===== src/rtl/i2c_seq_defs.sv =====
// Shared definitions for the I2C command sequencer and I2C_Comm:
// command-table entry layout, transfer direction/length encodings, sequencer states.
package i2c_seq_defs;

  localparam int unsigned ENTRY_W = 25;
  localparam int unsigned IDX_W   = 8;
  localparam int unsigned DATA_W  = 16;
  localparam int unsigned ADDR_W  = 7;

  localparam logic RD_OP  = 1'b1;
  localparam logic WR_OP  = 1'b0;
  localparam logic NB_ONE = 1'b0;
  localparam logic NB_TWO = 1'b1;

  typedef enum logic [2:0] {
    ST_IDLE        = 3'd0,
    ST_ISSUE       = 3'd1,
    ST_WAIT_ACCEPT = 3'd2,
    ST_WAIT_DONE   = 3'd3,
    ST_GAP         = 3'd4,
    ST_DONE        = 3'd5,
    ST_ERR         = 3'd6
  } seq_state_e;

  // Entry layout {rd_wr, num_bytes, addr, data}, MSB first.
  typedef struct packed {
    logic              rd_wr;
    logic              num_bytes;
    logic [ADDR_W-1:0] addr;
    logic [DATA_W-1:0] data;
  } cmd_entry_t;

endpackage


===== src/rtl/i2c_cmd_rom.sv =====
// Power-up command table for the ADC/clock parts; indices at or beyond NUM_CMDS read as zero.
module i2c_cmd_rom
  import i2c_seq_defs::*;
#(
  parameter int unsigned NUM_CMDS = 8
) (
  input  logic [IDX_W-1:0]   index,
  output logic [ENTRY_W-1:0] entry
);

  cmd_entry_t word_c;

  always_comb begin
    word_c = '0;
    if (32'(index) < NUM_CMDS) begin
      case (index)
        8'd0:    word_c = '{rd_wr: WR_OP, num_bytes: NB_TWO, addr: 7'h55, data: 16'hAAAA};
        8'd1:    word_c = '{rd_wr: WR_OP, num_bytes: NB_TWO, addr: 7'h2A, data: 16'h1234};
        8'd2:    word_c = '{rd_wr: RD_OP, num_bytes: NB_TWO, addr: 7'h48, data: 16'h0000};
        8'd3:    word_c = '{rd_wr: RD_OP, num_bytes: NB_ONE, addr: 7'h48, data: 16'h0000};
        8'd4:    word_c = '{rd_wr: WR_OP, num_bytes: NB_ONE, addr: 7'h10, data: 16'h00C3};
        8'd5:    word_c = '{rd_wr: WR_OP, num_bytes: NB_TWO, addr: 7'h3C, data: 16'h5A5A};
        8'd6:    word_c = '{rd_wr: RD_OP, num_bytes: NB_TWO, addr: 7'h21, data: 16'h0000};
        8'd7:    word_c = '{rd_wr: WR_OP, num_bytes: NB_ONE, addr: 7'h66, data: 16'h0001};
        default: word_c = '0;
      endcase
    end
  end

  assign entry = word_c;

endmodule


===== src/rtl/i2c_cmd_sequencer.sv =====
// Walks the I2C command table, one I2C_Comm transaction per entry, and reports done/error.
// Optional busy watchdog enabled by defining TIMEOUT_EN.
module i2c_cmd_sequencer
  import i2c_seq_defs::*;
#(
  parameter int unsigned NUM_CMDS       = 8,
  parameter int unsigned GAP_CYCLES     = 16,
  parameter int unsigned ACCEPT_CYCLES  = 4,
  parameter int unsigned TIMEOUT_CYCLES = 200000
) (
  input  logic              clk,
  input  logic              rst_n,
  input  logic              start,
  output logic              seq_busy,
  output logic              seq_done,
  output logic              seq_error,
  output logic [IDX_W-1:0]  cmd_index,
  output logic [DATA_W-1:0] rd_data,
  output logic              rd_valid,
  output logic              i2c_load,
  output logic [ADDR_W-1:0] i2c_addr,
  output logic              i2c_numBytes,
  output logic              i2c_rd_wr,
  output logic [DATA_W-1:0] i2c_wr_data,
  output logic              i2c_data_oe,
  input  logic [DATA_W-1:0] i2c_rd_data,
  input  logic              i2c_busy,
  input  logic              i2c_dataReady
);

  localparam int unsigned CNT_MAX = (GAP_CYCLES > ACCEPT_CYCLES) ? GAP_CYCLES : ACCEPT_CYCLES;
  localparam int unsigned CNT_W   = $clog2(CNT_MAX + 1);
  localparam logic [CNT_W-1:0] ACC_LAST = CNT_W'(ACCEPT_CYCLES - 1);
  localparam logic [CNT_W-1:0] GAP_LAST = CNT_W'(GAP_CYCLES - 1);
  localparam logic [CNT_W-1:0] CNT_SAT  = CNT_W'(CNT_MAX);
  localparam logic [IDX_W-1:0] LAST_IDX = IDX_W'(NUM_CMDS - 1);

  seq_state_e          state_q, state_d;
  logic [CNT_W-1:0]    cnt_q, cnt_d;
  logic [IDX_W-1:0]    cmd_index_q, cmd_index_d;
  cmd_entry_t          entry_q, entry_d, entry_c;
  logic [ENTRY_W-1:0]  rom_word;
  logic                captured_q, captured_d;
  logic [DATA_W-1:0]   rd_data_q, rd_data_d;
  logic                rd_valid_q, rd_valid_d;
  logic                load_q, load_d;
  logic                busy_q, busy_d;
  logic                done_q, done_d;
  logic                err_q, err_d;
  logic                start_prev_q;
  logic                start_rise;
  logic                can_start;
  logic                timeout_hit;

  assign start_rise = start & ~start_prev_q;
  assign can_start  = (state_q == ST_IDLE) || (state_q == ST_DONE) || (state_q == ST_ERR);

  i2c_cmd_rom #(.NUM_CMDS(NUM_CMDS)) u_rom (
    .index (cmd_index_d),
    .entry (rom_word)
  );
  assign entry_c = cmd_entry_t'(rom_word);

`ifdef TIMEOUT_EN
  localparam int unsigned WD_W = $clog2(TIMEOUT_CYCLES + 1);
  logic [WD_W-1:0] wdog_q, wdog_d;

  // Busy watchdog: counts WAIT_DONE cycles, rearmed by every ISSUE.
  always_comb begin
    wdog_d = wdog_q;
    if (state_q == ST_ISSUE) begin
      wdog_d = '0;
    end else if (state_q == ST_WAIT_DONE && wdog_q != WD_W'(TIMEOUT_CYCLES)) begin
      wdog_d = wdog_q + 1'b1;
    end
  end

  assign timeout_hit = (state_q == ST_WAIT_DONE) && i2c_busy &&
                       (wdog_q == WD_W'(TIMEOUT_CYCLES - 1));

  always_ff @(posedge clk or negedge rst_n) begin
    if (!rst_n) wdog_q <= '0;
    else        wdog_q <= wdog_d;
  end
`else
  logic unused_timeout;
  assign unused_timeout = ^32'(TIMEOUT_CYCLES);
  assign timeout_hit    = 1'b0;
`endif

  always_ff @(posedge clk or negedge rst_n) begin
    if (!rst_n) state_q <= ST_IDLE;
    else        state_q <= state_d;
  end

  always_comb begin
    state_d = state_q;
    case (state_q)
      ST_IDLE, ST_DONE, ST_ERR: if (start_rise) state_d = ST_ISSUE;
      ST_ISSUE:                 state_d = ST_WAIT_ACCEPT;
      ST_WAIT_ACCEPT:           if (i2c_busy || cnt_q >= ACC_LAST) state_d = ST_WAIT_DONE;
      ST_WAIT_DONE: begin
        if (timeout_hit)    state_d = ST_ERR;
        else if (!i2c_busy) state_d = ST_GAP;
      end
      ST_GAP: begin
        if (cnt_q >= GAP_LAST) state_d = (cmd_index_q == LAST_IDX) ? ST_DONE : ST_ISSUE;
      end
      default:                  state_d = ST_IDLE;
    endcase
  end

  always_comb begin
    cnt_d       = cnt_q;
    cmd_index_d = cmd_index_q;
    entry_d     = entry_q;
    captured_d  = captured_q;
    rd_data_d   = rd_data_q;
    rd_valid_d  = 1'b0;

    // Shared state timer: restarts on every transition, saturates otherwise.
    if (state_d != state_q)  cnt_d = '0;
    else if (cnt_q != CNT_SAT) cnt_d = cnt_q + 1'b1;

    if (can_start && start_rise)                       cmd_index_d = '0;
    else if (state_q == ST_GAP && state_d == ST_ISSUE) cmd_index_d = cmd_index_q + 8'd1;

    if (state_d == ST_ISSUE) begin
      entry_d    = entry_c;
      captured_d = 1'b0;
    end

    // Only the first dataReady of a read entry is captured.
    if (state_q == ST_WAIT_DONE && i2c_dataReady && !captured_q && entry_q.rd_wr == RD_OP) begin
      captured_d = 1'b1;
      rd_valid_d = 1'b1;
      rd_data_d  = (entry_q.num_bytes == NB_ONE) ? {8'h00, i2c_rd_data[7:0]} : i2c_rd_data;
    end

    load_d = (state_d == ST_ISSUE);
    busy_d = (state_d == ST_ISSUE) || (state_d == ST_WAIT_ACCEPT) ||
             (state_d == ST_WAIT_DONE) || (state_d == ST_GAP);
    done_d = (state_d == ST_DONE);
    err_d  = (state_d == ST_ERR);
  end

  always_ff @(posedge clk or negedge rst_n) begin
    if (!rst_n) begin
      cnt_q        <= '0;
      cmd_index_q  <= '0;
      entry_q      <= '0;
      captured_q   <= 1'b0;
      rd_data_q    <= '0;
      rd_valid_q   <= 1'b0;
      load_q       <= 1'b0;
      busy_q       <= 1'b0;
      done_q       <= 1'b0;
      err_q        <= 1'b0;
      start_prev_q <= 1'b0;
    end else begin
      cnt_q        <= cnt_d;
      cmd_index_q  <= cmd_index_d;
      entry_q      <= entry_d;
      captured_q   <= captured_d;
      rd_data_q    <= rd_data_d;
      rd_valid_q   <= rd_valid_d;
      load_q       <= load_d;
      busy_q       <= busy_d;
      done_q       <= done_d;
      err_q        <= err_d;
      start_prev_q <= start;
    end
  end

  assign seq_busy     = busy_q;
  assign seq_done     = done_q;
  assign seq_error    = err_q;
  assign cmd_index    = cmd_index_q;
  assign rd_data      = rd_data_q;
  assign rd_valid     = rd_valid_q;
  assign i2c_load     = load_q;
  assign i2c_data_oe  = load_q;
  assign i2c_addr     = entry_q.addr;
  assign i2c_numBytes = entry_q.num_bytes;
  assign i2c_rd_wr    = entry_q.rd_wr;
  assign i2c_wr_data  = entry_q.data;

endmodule


===== config.mk =====
export PLATFORM = sky130hd
export DESIGN_NAME = i2c_cmd_sequencer
export DESIGN_NICKNAME = d
export VERILOG_FILES = /design/src/rtl/i2c_seq_defs.sv /design/src/rtl/i2c_cmd_rom.sv /design/src/rtl/i2c_cmd_sequencer.sv
export SDC_FILE = /design/constraint.sdc
export NUM_CORES = 1
export LEC_CHECK = 0
export BUFFER_PORTS_ARGS = -buffer_cell sky130_fd_sc_hd__buf_2
export CAP_MARGIN = 0
export CORE_AREA = 5 5 89 74
export CTS_CLUSTER_SIZE = 30
export DETAILED_ROUTE_END_ITERATION = 8
export DIE_AREA = 0 0 94 79
export PLACE_DENSITY = 0.76
export SETUP_SLACK_MARGIN = 0.2
export SLEW_MARGIN = 10
export SYNTH_ARGS = -nofsm -noshare
export SYNTH_HDL_FRONTEND = slang
export SYNTH_SLANG_ARGS = --single-unit

===== constraint.sdc =====
create_clock -name clk -period 3.3 [get_ports clk]
set_input_delay 0 -clock clk [delete_from_list [all_inputs] [get_ports clk]]
set_output_delay 0 -clock clk [all_outputs]
set_load 0.05 [all_outputs]

Yosys cells after proc, flatten, opt, wreduce, memory -nomap -nowiden
Memory sizes are Yosys's and may differ from the RTL's.
Index checks and enable logic that the tools add are counted.
{"block": "totals", "out_inout_bits": 55, "input_bits": 21, "elab_cells": 71, "register_bits": 64, "mem_bits_ro": 184, "n_memories": 1}
{"memory": "(no name shown)", "words": 8, "word_bits": 23, "rd": 1, "rd_ports_with_merged_regs": 0, "wr": 0, "line": "i2c_cmd_rom.sv:16", "text": "case (index)"}
{"block": "op_classes", "n_reduce_logical": 17, "add_sub_neg": 2, "n_lt_le_gt_ge": 3, "eq_ne": 15, "mux": 16, "n_bitwise": 2}
{"cell": "two-way mux 25 bit", "count": 2}
{"cell": "equality test 3 bit, second input constant", "count": 6}
{"cell": "two-way mux 16 bit", "count": 1}
{"cell": "two-way mux 8 bit", "count": 2}
{"cell": "two-way mux 3 bit", "count": 5}
{"cell": "case mux 3 bit (5 select lines)", "count": 1}
{"cell": "equality test 3 x 2 -> 1 bit, second input constant", "count": 4}
{"cell": "two-way mux 5 bit", "count": 2}
{"cell": "adder 8 x 1 -> 8 bit, second input constant", "count": 1}
{"cell": "equality test 8 x 3 -> 1 bit, second input constant", "count": 1}
{"cell": "less-than comparator 8 x 4 -> 1 bit, second input constant", "count": 1}
{"cell": "equality test 3 x 1 -> 1 bit, second input constant", "count": 2}
{"cell": "logical OR 1 bit", "count": 6}
{"cell": "adder 5 x 1 -> 5 bit, second input constant", "count": 1}
{"cell": "greater-or-equal comparator 5 x 2 -> 1 bit, second input constant", "count": 1}
{"cell": "greater-or-equal comparator 5 x 4 -> 1 bit, second input constant", "count": 1}
{"cell": "logical AND 1 bit", "count": 5}
{"cell": "logical NOT 5 bit", "count": 1}
{"cell": "inequality test 5 bit, second input constant", "count": 1}
{"cell": "nonzero test 2 bit", "count": 2}
{"cell": "logical NOT 3 bit", "count": 1}
{"cell": "two-way mux 1 bit", "count": 3}
{"cell": "inequality test 3 bit", "count": 1}
{"cell": "OR reduction 3 bit", "count": 1}
{"cell": "other kinds (3)", "count": 3}

Logic depth before layout (Yosys ltp)
{"block": "logic_depth", "depth_word": 11, "ltp_mapped": 14, "depth_no_buf": 12}

By module
Synthesis repeated with hierarchy kept, for this count alone.
{"block": "hier_totals", "hier_cells": 304, "area_unflattened_um2": 3427.0}
{"mod": "i2c_cmd_sequencer", "cells_per_inst": 252, "area_each_um2": 2937.8, "instances": 1}
{"mod": "i2c_cmd_rom", "cells_per_inst": 52, "area_each_um2": 489.2, "instances": 1}

Worst setup path before layout
OpenSTA, ideal clock, no wires.
{"block": "synth_timing", "kind": "register to register", "from": "register cnt_q[0]", "to": "register entry_q, in the netlist i2c_wr_data[9]", "arrival_time_ns": 2.779, "required_ns": 3.178, "path_stages_with_launch": 13, "setup_time_ns": 0.122, "slack_ns": 0.400, "path_cell_list": "dfrtp_1 -> ha_1 -> and3_1 -> ha_1 -> nor2_1 -> a32oi_1 -> nand2_1 -> mux2i_1 -> or2_2 -> clkbuf_1 -> ha_1 -> or3_1 -> a32o_1"}
{"block": "synth_between", "elab_chain_cells": 11, "elab_cells_between_ends": 15, "cone_classes": "3 x order compare; 1 x eq/ne; 7 x mux; 3 x reduce/logical; 1 x memory"}
{"item": "start: declaration", "line": "i2c_cmd_sequencer.sv:39", "text": "logic [CNT_W-1:0] cnt_q, cnt_d;"}
{"item": "start signal: assignment", "line": "i2c_cmd_sequencer.sv:161", "text": "cnt_q <= cnt_d;"}
{"item": "greater-or-equal comparator 5 x 2 -> 1 bit", "line": "i2c_cmd_sequencer.sv:101", "text": "ST_WAIT_ACCEPT: if (i2c_busy || cnt_q >= ACC_LAST) state_d = ST_WAIT_DONE;"}
{"item": "logical OR 1 bit", "line": "i2c_cmd_sequencer.sv:101"}
{"item": "two-way mux 3 bit", "line": "i2c_cmd_sequencer.sv:101"}
{"item": "case mux 3 bit (5 select lines) *", "line": "i2c_cmd_sequencer.sv:98", "text": "case (state_q)"}
{"item": "equality test 3 x 1 -> 1 bit *", "line": "i2c_cmd_sequencer.sv:126, i2c_cmd_sequencer.sv:128"}
{"item": "logical AND 1 bit", "line": "i2c_cmd_sequencer.sv:126", "text": "else if (state_q == ST_GAP && state_d == ST_ISSUE) cmd_index_d = cmd_index_q + 8'd1;"}
{"item": "two-way mux 8 bit", "line": "i2c_cmd_sequencer.sv:126"}
{"item": "two-way mux 8 bit", "line": "i2c_cmd_sequencer.sv:125", "text": "if (can_start && start_rise) cmd_index_d = '0;"}
{"item": "memory (8 x 23 bit) / logical NOT 5 bit (equally long branches)"}
{"item": "two-way mux 25 bit", "line": "i2c_cmd_rom.sv:16"}
{"item": "two-way mux 25 bit", "line": "i2c_cmd_rom.sv:15", "text": "if (32'(index) < NUM_CMDS) begin"}
{"item": "end signal: assignment", "line": "i2c_cmd_sequencer.sv:163", "text": "entry_q <= entry_d;"}
{"item": "end: declaration", "line": "i2c_cmd_sequencer.sv:41", "text": "cmd_entry_t entry_q, entry_d, entry_c;"}
Mark *: on every way between the ends. The rest lies on a longest branch, timed or not.
A chain may end at the register's enable or synchronous reset.

Worst setup path after layout
{"block": "layout_timing", "from": "register cnt_q[1]", "to": "register entry_q, in the netlist i2c_wr_data[9]"}
The elaborated chain is that of the path after synthesis.

==> flow_summary.yaml <==
detailed_routing:
  num_vias: 2448
  ant_nets: 0
  via_per_inst: 5.25
  drc_errors: 0
  drtIter0Drc: 182
  wl_per_cell_um: 14.8
  wl_um: 6890
  dr.pass1.iters: 4
sta:
  slew-limit-headroom_pct: 45.9
  worst_slack_ps: 387
  hold_viol: 0
  finalCritPeriodShare_pct: 88.3
  fin_tns_setup_ps: 0
  fmax_mhz: 343
  slew_viol_final: 0
  worstMarginPinSlew_ps: 812
  setup_viol: 0
  min_period_ps: 2910
  fin_skew_ps: 3.36
  rsz0062_at_grt: "no"
clock_tree:
  clk_latency_ps: 330
  cts_buffers: 9
  cts_tree: "built"
  clock_path_buffers: 2
  root_buffer: "clkbuf_8"
  htree_levels: 3
  clock_sinks: 58
  clkTransAtPathRegs_ps: 60
placed_design:
  pre_cts_ws_ps: 263
  portBuffers: 73
  gp_congestion: 0.892
  dpl.hpwl_um: 4690
  dpl-instance-area_um2: 3270
setup_path:
  cp-start-kind: "flop"
  critPathCaptureType: "flop"
  crit_chain: "ha_2, and3_1, ha_1, nor2_4, a32oi_1, nand2_1, mux2i_1, or2_2, ha_1, or3_1, a32o_1"
  regToRegSetupSlack_ps: 390
  cp_max_fo: 6
  crit_required_ps: 3520
  timing.critical_path.mode_cell: "ha_1"
  path_class: "reg2reg"
  slowest_stage: "dfrtp_2"
  slowest_delay_ps: 440
  worst_ep_arrival_time_ps: 3140
synthesis:
  synth_cell_type_count: 50
  synth-seq-area-share_pct: 50.4
  synthTopCellsByArea: "dfrtp_1, nand2_1, a32o_1"
  synth_xor_xnor_area_share_pct: 2.74
  avgSynthCellArea_um2: 10.0
  synth_mux_area_share_pct: 2.95
  async_flop_share_pct: 100
  synth_edf_count: 0
  synth_compound_area_share_pct: 14.2
  synth_top_family_by_area: "simple AND/OR/NAND/NOR gates"
  synthSimpleGateAreaFrac_pct: 19.3
  syn_inst: 288
  synth_area_leader_cell: "dfrtp_1"
  syn-cell-area_um2: 2880
  synthAdderAreaFrac_pct: 3.47
  synth_ff_type: "dfrtp_1"
  ys_ff_latch: 58
  yosys_warnings: 0
  synth_largest_type_area_fraction_pct: 50.4
layout:
  fillerInstances: 466
  diodes: 0
  layout-area-overhead-vs-synth_pct: 29.0
  drive_gt1_share_pct: 29.4
  nNetsFinal: 409
  final_design_area_no_fill_um2: 3720
worst_hold_path:
  hp-class: "in2reg"
run:
  maxCapViolCount: 0
status:
  status: "complete, no violations"
global_routing:
  grt.overflow.total: 0
  grt_pass1_vias: 2425
  grt_pass1_wl_um: 11500
  grt_use_total_pct: 19.9
  grt_max_degree: 38
  antenna_found_initial: 0
pwr:
  power.density_nw_per_um2: 900
  p_leak_uw: 0.00193
  peakVddDrop_v: 0.000680
die:
  die_y_um: 79
  die_w_um: 94
  core_area_um2: 5690
  initial_core_util_pct: 50.6
  dieArea_um2: 7430
  io_pins: 76
  rows: 25
## area by class of cell
class | instances | area [um^2] | share of cell area, %
Timing Repair Buffer | 100 | 638 | 17.2
Clock buffer | 12 | 155 | 4.18
Clock inverter | 4 | 50.0 | 1.35
Sequential cell | 58 | 1450 | 39.1
Tap cell | 81 | 101 | 2.73
Multi-Input combinational cell | 193 | 1250 | 33.7
Inverter | 18 | 67.6 | 1.82
## report_power, final
group | internal, uW | total [uW] | switching [uW]
clock network | 388 | 665 | 276
logic | 486 | 1590 | 1110
registers | 905 | 1090 | 182
## critical path: cells and delay by family, from the launching register on
kind	cells	cell delay [ps]
and+or+nand+nor	5	1230
DFF	1	440
adders and majority gates	3	690
muxes	1	100
AOI/OAI and AO/OA	2	330
## layout by cell type, fill, tap and decap left out, types with 3 or more instances in the layout
master	count
mux2_2	3
buf_2	73
clkbuf_8	11
inv_1	15
nor2b_1	7
a22o_1	8
mux2i_1	4
nor2_1	19
nor3_1	6
a21oi_1	7
nand4_1	4
nand2b_1	3
ha_1	7
nand3_1	13
dfrtp_1	57
buf_4	7
xnor2_1	7
dlygate4sd3_1	18
a32o_1	12
o21ai_0	4
nand2_1	55
## routing by layer
| layer | wire (um) | vias up | track usage (%) |
|---|---|---|---|
| met5 | 0 | - | 0 |
| met4 | 63 | 0 | 3.90 |
| met3 | 442 | 9 | 7.01 |
| met2 | 3120 | 80 | 31.5 |
| met1 | 3270 | 1185 | 26.6 |
| li1 | - | 1174 | - |
## what timing repair did
item / CTS / global route
endpoints found under the hold margin: 53 / 0
gates resized for setup: 0 / 8
hold buffers: 18 / 0
setup buffers: 0 / 2
endpoints found under the setup margin: 0 / 19
## per-stage QoR
step                      hold slack [ps]  std cells  utilization (%)  power [uW]
after global placement                132        429             57.4        2570
after global routing                  203        466             65.3        3550
after floorplan                      -296        289                -        2310
final                                 166        466             65.3        3340
after detailed placement              140        429             57.4        2600
after CTS                             162        463             64.2        3300
## registers in the layout, summed over array words and instances, names as in the netlist
name / count
i2c_numBytes: 1
rd_data: 16
i2c_rd_wr: 1
i2c_data_oe: 1
i2c_addr: 7
rd_valid: 1
start_prev_q: 1
cmd_index: 8
captured_q: 1
seq_error: 1
state_q: 3
seq_done: 1
i2c_wr_data: 10
seq_busy: 1
cnt_q: 5
## Yosys cell counts, types with 3 or more instances
master / count
a21oi_1: 7
a22o_1: 8
a32o_1: 12
buf_4: 7
clkbuf_1: 8
dfrtp_1: 58
ha_1: 8
inv_1: 15
mux2_2: 3
mux2i_1: 4
nand2_1: 55
nand2b_1: 3
nand3_1: 13
nand4_1: 4
nor2_1: 20
nor2b_1: 7
nor3_1: 6
o21ai_0: 4
xnor2_1: 7
## cells by family after synthesis
| family | after synthesis |
|---|---|
| AOI/OAI and AO/OA | 46 |
| DFF | 58 |
| buffers and inverters | 38 |
| and+or+nand+nor | 120 |
| xor gates and xnor gates | 9 |
| muxes | 8 |
| other | 1 |
| adders and majority gates | 8 |
## final timing paths
| kind | startpoint | end | cells after the start |
|---|---|---|---|
| min reg2reg | rd_data[9] | rd_data[9] | 2 |
| max | cnt_q[1] | i2c_wr_data[9] | 11 |
| max reg2reg | cnt_q[1] | i2c_wr_data[9] | 11 |
| min | i2c_dataReady | captured_q | 4 |
| min in group asynchronous | rst_n | rd_data[3] | 2 |
| max in group asynchronous | rst_n | cmd_index[0] | 3 |
(Power assumes the default switching activity.)
